==> config.mk <==
export PLATFORM = sky130hd
export DESIGN_NAME = sc_bs_decoder
export DESIGN_NICKNAME = d
export VERILOG_FILES = /design/src/rtl/sc_bs_decoder.sv
export SDC_FILE = /design/constraint.sdc
export NUM_CORES = 1
export LEC_CHECK = 0
export ABC_AREA = 1
export BUFFER_PORTS_ARGS = -buffer_cell sky130_fd_sc_hd__buf_4
export CELL_PAD_IN_SITES_DETAIL_PLACEMENT = 1
export CELL_PAD_IN_SITES_GLOBAL_PLACEMENT = 1
export CORE_UTILIZATION = 41
export CTS_BUF_LIST = sky130_fd_sc_hd__clkbuf_4 sky130_fd_sc_hd__clkbuf_8
export CTS_CLUSTER_SIZE = 12
export DETAILED_ROUTE_END_ITERATION = 10
export HOLD_SLACK_MARGIN = 0.02
export MAX_ROUTING_LAYER = met4
export PLACE_DENSITY_LB_ADDON = 0.1
export SYNTH_ARGS = -nofsm -noshare
export SYNTH_HDL_FRONTEND = slang
export SYNTH_SLANG_ARGS = --single-unit
==> constraint.sdc <==
create_clock -name clk -period 4.8 [get_ports clk]
set_input_delay 0.24 -clock clk [delete_from_list [all_inputs] [get_ports clk]]
set_output_delay 0.24 -clock clk [all_outputs]
set_load 0.01 [all_outputs]
==> src/rtl/sc_bs_decoder.sv <==
// Stochastic/unary bitstream decoder: counts the ones in a frame of FRAME_WORDS
// input words and presents the total through a valid/ready output register.
module sc_bs_decoder #(
  parameter int BS_WIDTH    = 32,
  parameter int FRAME_WORDS = 4,
  parameter int CNT_WIDTH   = $clog2(BS_WIDTH*FRAME_WORDS+1)
) (
  input  logic                 clk,
  input  logic                 rst_n,
  input  logic                 flush,
  input  logic [BS_WIDTH-1:0]  bs_in,
  input  logic                 in_valid,
  output logic                 in_ready,
  output logic [CNT_WIDTH-1:0] cnt_out,
  output logic                 out_valid,
  input  logic                 out_ready
);

  // Valid/ready: a transfer happens on a rising edge where valid and ready are
  // both high; valid/data hold while ready is low; flush overrides any transfer.
  localparam int WC_W = (FRAME_WORDS > 1) ? $clog2(FRAME_WORDS) : 1;
  localparam logic [WC_W-1:0] LAST_WORD = WC_W'(FRAME_WORDS - 1);

  localparam logic [0:0] ST_ACCUM = 1'b0;
  localparam logic [0:0] ST_HOLD  = 1'b1;

  logic [0:0]           state_q, state_d;
  logic [CNT_WIDTH-1:0] acc_q, acc_d;
  logic [CNT_WIDTH-1:0] cnt_q, cnt_d;
  logic [WC_W-1:0]      wcnt_q, wcnt_d;
  logic                 live_q;
  logic [CNT_WIDTH-1:0] pop;
  logic                 beat;
  logic                 out_fire;

  always_comb begin
    pop = '0;
    for (int i = 0; i < BS_WIDTH; i++) begin
      pop = pop + CNT_WIDTH'(bs_in[i]);
    end
  end

  // live_q keeps in_ready low until the first edge after reset release.
  assign in_ready  = live_q & (state_q == ST_ACCUM);
  assign out_valid = (state_q == ST_HOLD);
  assign cnt_out   = cnt_q;
  assign beat      = in_valid & in_ready & ~flush;
  assign out_fire  = out_valid & out_ready & ~flush;

  always_comb begin
    state_d = state_q;
    acc_d   = acc_q;
    wcnt_d  = wcnt_q;
    cnt_d   = cnt_q;
    if (flush) begin
      state_d = ST_ACCUM;
      acc_d   = '0;
      wcnt_d  = '0;
    end else if (state_q == ST_ACCUM) begin
      if (beat) begin
        if (wcnt_q == LAST_WORD) begin
          cnt_d   = acc_q + pop;
          acc_d   = '0;
          wcnt_d  = '0;
          state_d = ST_HOLD;
        end else begin
          acc_d  = acc_q + pop;
          wcnt_d = wcnt_q + WC_W'(1);
        end
      end
    end else if (out_fire) begin
      state_d = ST_ACCUM;
    end
  end

  always_ff @(posedge clk or negedge rst_n) begin
    if (!rst_n) begin
      state_q <= ST_ACCUM;
      acc_q   <= '0;
      wcnt_q  <= '0;
      cnt_q   <= '0;
      live_q  <= 1'b0;
    end else begin
      state_q <= state_d;
      acc_q   <= acc_d;
      wcnt_q  <= wcnt_d;
      cnt_q   <= cnt_d;
      live_q  <= 1'b1;
    end
  end

endmodule

==> results of run 1 <==
power by group:
part	leakage [nW]	internal (mW)	switching (mW)
Sequential	0.273	0.198	0.0174
Combinational	1.06	0.597	0.764
Clock	0.0288	0.0732	0.0585
worst max path at each step:
stage	end	cells after the start	startpoint
after floorplan	acc_q[6]$_DFFE_PN0P_	17	bs_in[0]
after global placement	cnt_out[6]$_DFFE_PN0P_	18	bs_in[0]
after detailed placement	acc_q[6]$_DFFE_PN0P_	18	bs_in[0]
after CTS	acc_q[6]$_DFFE_PN0P_	18	bs_in[0]
after global routing	cnt_out[6]$_DFFE_PN0P_	18	bs_in[0]
final	cnt_out[6]$_DFFE_PN0P_	18	bs_in[0]
flip-flops by register name, summed over array words and instances (netlist names):
register and count:
out_valid 1, live_q 1, cnt_out 8, acc_q 8, wcnt_q 2
layout by cell type (no fill, tap or decap):
cell and n:
sky130_fd_sc_hd__a21oi_1 3, sky130_fd_sc_hd__a22o_1 1, sky130_fd_sc_hd__a22oi_2 1, sky130_fd_sc_hd__buf_4 46
sky130_fd_sc_hd__clkbuf_8 4, sky130_fd_sc_hd__conb_1 1, sky130_fd_sc_hd__dfrtp_1 20, sky130_fd_sc_hd__dlygate4sd3_1 1
sky130_fd_sc_hd__fa_1 25, sky130_fd_sc_hd__fa_2 1, sky130_fd_sc_hd__ha_1 16, sky130_fd_sc_hd__inv_1 49
sky130_fd_sc_hd__inv_2 2, sky130_fd_sc_hd__nand2_1 49, sky130_fd_sc_hd__nand2_2 2, sky130_fd_sc_hd__nand3_1 10
sky130_fd_sc_hd__nand3_4 1, sky130_fd_sc_hd__nand3b_1 1, sky130_fd_sc_hd__nor2_1 2, sky130_fd_sc_hd__nor2_2 1
sky130_fd_sc_hd__nor2_4 1, sky130_fd_sc_hd__nor2_8 1, sky130_fd_sc_hd__o21ai_0 5, sky130_fd_sc_hd__o21ai_2 2
sky130_fd_sc_hd__o22ai_1 1, sky130_fd_sc_hd__or2_2 1, sky130_fd_sc_hd__xnor2_1 3
stage by stage:
stage | util (%) | TNS [ps] | instance area [sq um] | worst slack [ps]
global placement | 51.9 | -39.0 | 2260 | -17.7
global route | 53.5 | 0 | 2330 | 9.66
detailed placement | 51.9 | -375 | 2260 | -119
CTS | 53.4 | 0 | 2330 | 162
floorplan | - | 0 | 1860 | 235
finish | 53.5 | 0 | 2330 | 248
worst max-delay path, delay by kind of cell:
kind | cells | cell delay (ps)
fa+ha+maj | 8 | 3760
buf+inv | 3 | 230
simple gates | 7 | 460
cells by family (layout without fill, tap and decap cells):
family                     after synthesis  after routing  share of synthesized area [%]
adders and majority gates               42             42                           38.7
xor gates and xnor gates                 3              3                           1.41
AOI/OAI and AO/OA                       13             13                           4.57
and+or+nand+nor                         69             69                           17.3
other                                    1              1                          0.201
DFF                                     20             20                           26.9
buffers and inverters                   52            102                           10.9
layer usage:
layer / part of all wire (%) / up-vias / track usage [%]
met5: 0 / - / -
met4: 1.5 / 0 / 6.12
met3: 3.0 / 5 / 2.18
met2: 52 / 30 / 31.1
met1: 44 / 694 / 25.9
li1: - / 695 / -
area by class of cell:
type | instances | area, sq um | share of cell area, %
repair buffers | 47 | 355 | 15.3
well taps | 52 | 65.1 | 2.79
inverters | 51 | 191 | 8.22
flip-flops and latches | 20 | 500 | 21.5
multi-input cells | 128 | 1160 | 49.9
clock buffers | 4 | 55.1 | 2.36
what timing repair did:
item                                    in CTS  in global routing
gates resized for setup                      0                  1
hold endpoints to repair                    20                  0
hold buffers                                 1                  0
endpoints found under the setup margin       0                  2
==> results list, run 1 <==
- Number of design rule violations left after detail routing: 0
- CTS clock-pin slew for the worst setup and hold paths: 70 ps
- Share of the clock period used by the worst path after layout: 94.8%
- In the global route stage, overall resource usage came out at 19.4%.
- Num rows: 24
- Measured along the x axis, the die boundary spans 69.4 um.
- First-pass GRT wire length: 7.04 mm
- On the worst path, the slowest cell contributes a delay of 550 ps.
* HPWL reported at the end of detailed placement: 3.35 mm
- Hold violation total from the final report: 0
- Setup violations remaining at the end of the flow were counted as 0.
- The worst hold path was traced through 2 stages.
* Diodes inserted: 0
- For this design the ratio of total power to cell area is 733 mW/mm^2.
- Number of global-route vias before repair: 1,536
- Compared with the post-synthesis result, the final layout area differs by 25.1%.
- The tree is rooted in a sky130_fd_sc_hd__clkbuf_8.
- Source-to-sink clock delay at the later pin of the worst-skew pair: 270 ps
- In this run the deepest clock path goes through 2 buffers.
- 47 I/O pins were placed.
- Setup slack on the worst reg-to-reg path comes out at 440 ps.
- Worst setup SP type: input pin
- In this run the static leakage power is 1.37 nW.
- The number of nets handed over by synthesis was 279.
- The count of nets left with antenna violations once routing finished came out at 0.
- Of the post-synthesis cell area, the dominant cell type holds 28.0%.
- The die covers 0.00481 sq mm.
- Final GP Congestion: 0.795
- Summing the sequential cell areas from Yosys gives 26.9% of the chip area.
- I/O Buffers: 46
- CTS built an H-tree with a depth of 1.
- Via count: 1,424
* Class of the tightest hold or removal check: input pin to flop
- Synth Instances: 200
- The initial antenna violation count came to 0.
* Final critical delay including setup and external delays: 4550 ps
- Data on the critical path arrives at its endpoint at 4710 ps.
* Top cells by instance count after synthesis: 49 x sky130_fd_sc_hd__inv_1, 49 x sky130_fd_sc_hd__nand2_1, 26 x sky130_fd_sc_hd__fa_1, 20 x sky130_fd_sc_hd__dfrtp_1, 16 x sky130_fd_sc_hd__ha_1
- TritonCTS built the clock tree.
- The number of setup buffers added after CTS is 0.
- Startpoint of the worst register-to-register path: acc_q[0]$_DFFE_PN0P_
- Overall power: 1.71 mW
- Post-layout net count: 330
* Worst Hold End: out_valid$_DFF_PN0_
- Mean cell area of the mapped netlist: 9.31 sq um
- Total CTS buffers: 3
- In this run, the number of DRC markers left after iteration 0 of detailed routing was 61.
- After detailed routing, the average wire length per cell comes to 12.9 um.
- Synthesis inferred 20 register bits.
* Largest voltage drop on the vdd net: 362 uV
- The setup path with the least slack is of type input pin to flop.
- Data on the critical path is required at its endpoint by 4960 ps.
- The critical path goes through buf_4 > fa_1 > inv_1 > fa_1 > fa_1 > fa_1 > fa_1 > fa_1 > fa_2 > fa_1 > inv_1 > nand2_1 > nand2_1 > nand3_1 > nand2_1 > nand2_1 > nand3_1 > nand2_1.
- The final layout contains routed wiring with a total length of 3.89 mm.
- Largest driver fanout on the critical path: 2
- For the final database, setup skew stands at 7.94 ps.
* Final global-route overflow total: 0
- Slowest stage cell, crit path: sky130_fd_sc_hd__fa_1
- Endpoint of the lowest-slack register-to-register path: cnt_out[6]$_DFFE_PN0P_
* Sinks on the clock net: 20
- MaxCap Viol Count: 0
- The worst hold path begins at out_ready.
- The number of placed instances, taps included, is 297.
* Initial Util: 42.8%
* Synth area leaders: sky130_fd_sc_hd__fa_1 28%, sky130_fd_sc_hd__dfrtp_1 27%, sky130_fd_sc_hd__ha_1 11%, sky130_fd_sc_hd__inv_1 9.9%, sky130_fd_sc_hd__nand2_1 9.9%
- Area of the core region: 0.00435 sq mm
- After detailed routing, the number of vias per cell comes to 4.72.
- By instance count, the cell type seen most on the critical path is sky130_fd_sc_hd__fa_1.
- In this run the vertical extent of the chip is 69.4 um.
* Number of fillers in the final layout: 522
- Of the cells placed in the final design, the portion with a size suffix greater than 1 is 25.2%.
- Final hold slack: 163 ps
- For this run, the top clock speed supported by timing is 0.220 GHz.
* Post-synth EDFFs: 0
* Max-slew violation total from the final report: 0
- Type of destination of the critical path: flop
- Cell depth of the worst flop-to-flop path: 16
- Synth area leader: sky130_fd_sc_hd__fa_1
- Run status: complete, no violations
* Setup repair after global routing missed its margin: no
- Pin count of the biggest net entering global routing: 21
* Post-synthesis async set-or-reset flop share: 100%
- The netlist uses 24 different library cells.
* Most used flip-flop cell after synthesis: sky130_fd_sc_hd__dfrtp_1
- The Yosys step of the flow raised 0 warnings.
* TritonRoute pass-1 iters: 4
- The finished layout holds 302 standard cells, fillers aside.
- Post-synthesis instance area: 0.00186 sq mm
(Power assumes the default switching activity.)
==> run 2, diff against run 1 <==
ABC_AREA = default   (was 1)
CORE_UTILIZATION = 42   (was 41)
==> run 2 against run 1 <==
Compared with the run above: the flow now finishes with violations (negative setup slack); routed wire length is 1.1% higher; sequential cell count stayed put; final cell count is 11% lower; total power is 17% higher; sequential share of layout area is 0.069 points lower; combinational power is 21% higher; design area is 0.32% higher; via count is 5.9% lower; global-route usage is 0.70 points higher; synthesized cell count is 19% lower.
==> results list, run 2 <==
- Initial Util: 44.3% (+1.5 points)
* Area grow syn2layout: 30.0%
- Worst reg2reg setup slack: 170 ps (-270 ps)
- Post-synth EDFFs: 0 (unchanged)
- The share of the synthesized area in the top cell type came to 29.0% (+1.0 points).
- The sequential standard cell area came to 500 sq um (unchanged).
- Most used flip-flop cell after synthesis: sky130_fd_sc_hd__dfrtp_1
* Synth Register Bits: 20 (unchanged)
- The synthesized netlist cell count came to 163 (-19%).
- The number of distinct library cell variants in the gate-level netlist after synthesis was 30 (+25%).
- Leading cell type in the layout, fill and taps excluded: sky130_fd_sc_hd__buf_4
- Post-layout net count: 298 (-9.7%)
- # IOs: 47 (unchanged)
- The number of max-cap violations was 0 (unchanged).
* Net switching power: 905 uW (+7.8%)
* Sinks on the clock net: 20 (unchanged)
- The wire length of the first global-routing pass was 6.40 mm (-9.1%).
* Height of the die: 67.4 um (-2.9%)
* Proportion of power drawn by the clock network: 6.7% (-1.0 points)
* I/O Buffers: 46 (unchanged)
* Proportion of power drawn by flip-flops and latches: 10.5% (-2.1 points)
* Sw Share: 45.5% (-3.7 points)
* CTS clock-pin slew for the worst setup and hold paths: 80 ps (about the same)
* Max clock buf depth: 2 (unchanged)
* DRT antenna net count: 0 (unchanged)
* Hold violation total from the final report: 0 (unchanged)
- The sequential cell area fraction in the yosys report is 27.9% (+0.97 points).
- Class of the tightest hold or removal check: input pin to flop
* Setup-violating endpoint count in the final report: 1 (+1)
- Max-slew violation total from the final report: 0 (unchanged)
- Combinational cell fraction of total power: 82.8% (+3.1 points)
* Violations in the final reports: negative setup slack
* Commonest cells after routing, fill and taps aside: 48 x sky130_fd_sc_hd__buf_4, 34 x sky130_fd_sc_hd__inv_1, 24 x sky130_fd_sc_hd__fa_1, 20 x sky130_fd_sc_hd__dfrtp_1, 16 x sky130_fd_sc_hd__ha_1
- Num rows: 23 (-4.2%)
* Endpoint of the lowest-slack register-to-register path: cnt_out[6]$_DFFE_PN0P_
- The depth of the most critical reg-to-reg path was 13 (-3).
- The detailed placer's ending HPWL was 3.41 mm (+1.6%).
* Depth of the CTS H-tree: 1 (unchanged)
- At the pin with the least slew margin, the transition time is 782 ps.
* TritonCTS clock tree: built
- Number of nets in the synthesized netlist: 242 (-13%)
- TritonRoute pass-1 iters: 2 (-2)
- Startpoint of the worst register-to-register path: acc_q[0]$_DFFE_PN0P_
* Post-synthesis async set-or-reset flop share: 100% (unchanged)
- Launch point of the worst path: bs_in[17]
* Number of global-route vias before repair: 1,346 (-12%)
- Overall power: 1.99 mW (+17%)
* Data arrival time of the worst path: 4970 ps (+260 ps)
- The share of the clock period used by the worst path after layout was 100% (+5.4 points).
* Final GP Congestion: 0.782 (-1.6%)
* Final global-route overflow total: 0 (unchanged)
- Destination of the critical timing path: cnt_out[6]$_DFFE_PN0P_
- Ranked by instance count, the synthesized netlist is headed by 36 x sky130_fd_sc_hd__inv_1, 26 x sky130_fd_sc_hd__fa_1, 20 x sky130_fd_sc_hd__dfrtp_1, 16 x sky130_fd_sc_hd__ha_1, 9 x sky130_fd_sc_hd__nand2_1.
- Required time at the worst-slack endpoint: 4950 ps (about the same)
- The via count of the routed design came to 1,340 (-5.9%).
- Max Clk Rate: 0.208 GHz (-5.4%)
* Die W: 67.4 um (-2.9%)
* Area of the core region: 0.00406 sq mm (-6.8%)
* Average routed wire per standard cell: 14.7 um (+14%)
- Final critical delay including setup and external delays: 4810 ps (+260 ps)
* Number of design rule violations left after detail routing: 0 (unchanged)
- Largest driver fanout on the critical path: 2 (unchanged)
- Setup repair after global routing could not meet its margin everywhere.
* Synth area leaders: sky130_fd_sc_hd__fa_1 29%, sky130_fd_sc_hd__dfrtp_1 28%, sky130_fd_sc_hd__ha_1 11%, sky130_fd_sc_hd__inv_1 7.5%, sky130_fd_sc_hd__mux2_2 3.1%
* WL final: 3.93 mm (+1.1%)
* Post-synthesis instance area: 0.00180 sq mm (-3.5%)
- The detailed-route vias per instance came to 5.00 (+6.0%).
- The maximum ir drop on the vdd rail is 568 uV (+57%).
* Slack of the critical path: -12.0 ps (-260 ps)
- sky130_fd_sc_hd__inv_1 is the most common cell in the netlist.
* Type of the setup path with the least slack: input pin to flop
- sky130_fd_sc_hd__fa_1 takes more of the synthesized area than any other cell.
- Internal Power: 1.08 mW (+25%)
- Number of fillers in the final layout: 454 (-13%)
- Worst clock skew: 4.70 ps (-3.24 ps)
* Tot GR Track Use: 20.1% (+0.70 points)
- The worst pin sits at a relative slew slack of 47.9%.
- The maximum number of pins on one net before global-route repair is 21 (unchanged).
* Mean cell area of the mapped netlist: 11.0 sq um (+18%)
- The number of warnings printed during yosys synthesis was 0 (unchanged).
- Worst setup SP type: input pin
* Total area of multi-input combinational cells: 0.00118 sq mm (+1.5%)
- The share of final-layout standard cells stronger than drive strength 1 came to 33.5% (+8.3 points).
- The die footprint was 0.00454 sq mm (-5.6%).
- Total CTS buffers: 3 (unchanged)
- Leak: 1.30 nW (-5.1%)
- Diodes inserted: 0 (unchanged)
* Type of destination of the critical path: flop
* Final hold slack: 156 ps (-6.29 ps)
- Cell area power density: 852 mW/mm^2 (+16%)
- Source-to-sink clock delay at the later pin of the worst-skew pair: 270 ps (about the same)
- CTS root buffer: sky130_fd_sc_hd__clkbuf_8
* Run status: complete, but fails checks
- The initial antenna violation count came to 0 (unchanged).
* Iteration-0 DRC Markers: 46 (-25%)
run 2: cell families after synthesis:
logic type	share of synthesized area, %
buffers and inverters	7.80
AO/OA/AOI/OAI	10.7
multiplexers	3.69
XOR/XNOR	1.95
flip-flops	27.9
AND/OR/NAND/NOR	7.66
other	0.209
adder cells (fa/ha/maj)	40.1
run 2: worst max-delay path, stage by stage:
cell	delay, ps
sky130_fd_sc_hd__buf_4	110
sky130_fd_sc_hd__fa_1	520
sky130_fd_sc_hd__inv_1	50
sky130_fd_sc_hd__fa_1	480
sky130_fd_sc_hd__fa_1	560
sky130_fd_sc_hd__fa_1	440
sky130_fd_sc_hd__fa_1	480
sky130_fd_sc_hd__fa_1	510
sky130_fd_sc_hd__fa_2	380
sky130_fd_sc_hd__fa_2	400
sky130_fd_sc_hd__nor2b_4	120
sky130_fd_sc_hd__o31a_1	160
sky130_fd_sc_hd__o22ai_2	110
sky130_fd_sc_hd__xnor2_2	140
sky130_fd_sc_hd__mux2_2	260
run 2: how the worst min path moves through the flow:
stage	start	end	slack [ps]	cells past startpoint
floorplan	rst_n	acc_q[0]$_DFFE_PN0P_	-60	0
global placement	rst_n	cnt_out[5]$_DFFE_PN0P_	120	1
detailed placement	rst_n	cnt_out[5]$_DFFE_PN0P_	140	1
CTS	out_ready	out_valid$_DFF_PN0_	150	2
global route	out_ready	out_valid$_DFF_PN0_	170	2
finish	out_ready	out_valid$_DFF_PN0_	160	2
run 2: repair_timing:
item | in CTS | in global routing
setup buffers | 1 | 1
hold buffers | 1 | 0
pin swaps | 0 | 8
endpoints found under the setup margin | 2 | 6
resized for setup | 0 | 9
endpoints found under the hold margin | 20 | 0
run 2: power by group through the flow:
stage | Combinational (mW) | Sequential [mW] | Clock, mW
finish | 1.65 | 0.209 | 0.132
global route | 1.87 | 0.212 | 0.139
CTS | 1.62 | 0.209 | 0.137
detailed placement | 1.60 | 0.212 | 0
global placement | 1.52 | 0.211 | 0
floorplan | 1.10 | 0.211 | 0
run 2: final cells by class:
cell class	instances	area share (%)
Multi-Input combinational cell	106	50.5
Tap cell	50	2.68
Inverter	36	5.78
Sequential cell	20	21.4
Timing Repair Buffer	52	17.3
Clock buffer	4	2.36
run 2: through the flow:
step / util (%) / instance area (sq um) / TNS, ps / setup slack [ps] / cells
after floorplan: - / 1800 / 0 / 17.8 / 163
after global placement: 54.9 / 2230 / -509 / -202 / 261
after detailed placement: 54.9 / 2230 / -1440 / -350 / 261
after CTS: 56.7 / 2300 / -60.0 / -60.0 / 267
after global routing: 57.6 / 2340 / -319 / -158 / 268
final: 57.6 / 2340 / -12.0 / -12.0 / 268
run 2: per-layer routing:
layer | track usage, % | vias to the layer above | part of all wire (%)
met1 | 26.3 | 686 | 44
li1 | - | 627 | -
met3 | 3.21 | 4 | 3.1
met2 | 31.5 | 23 | 52
met5 | - | - | 0
met4 | 6.91 | 0 | 1.3
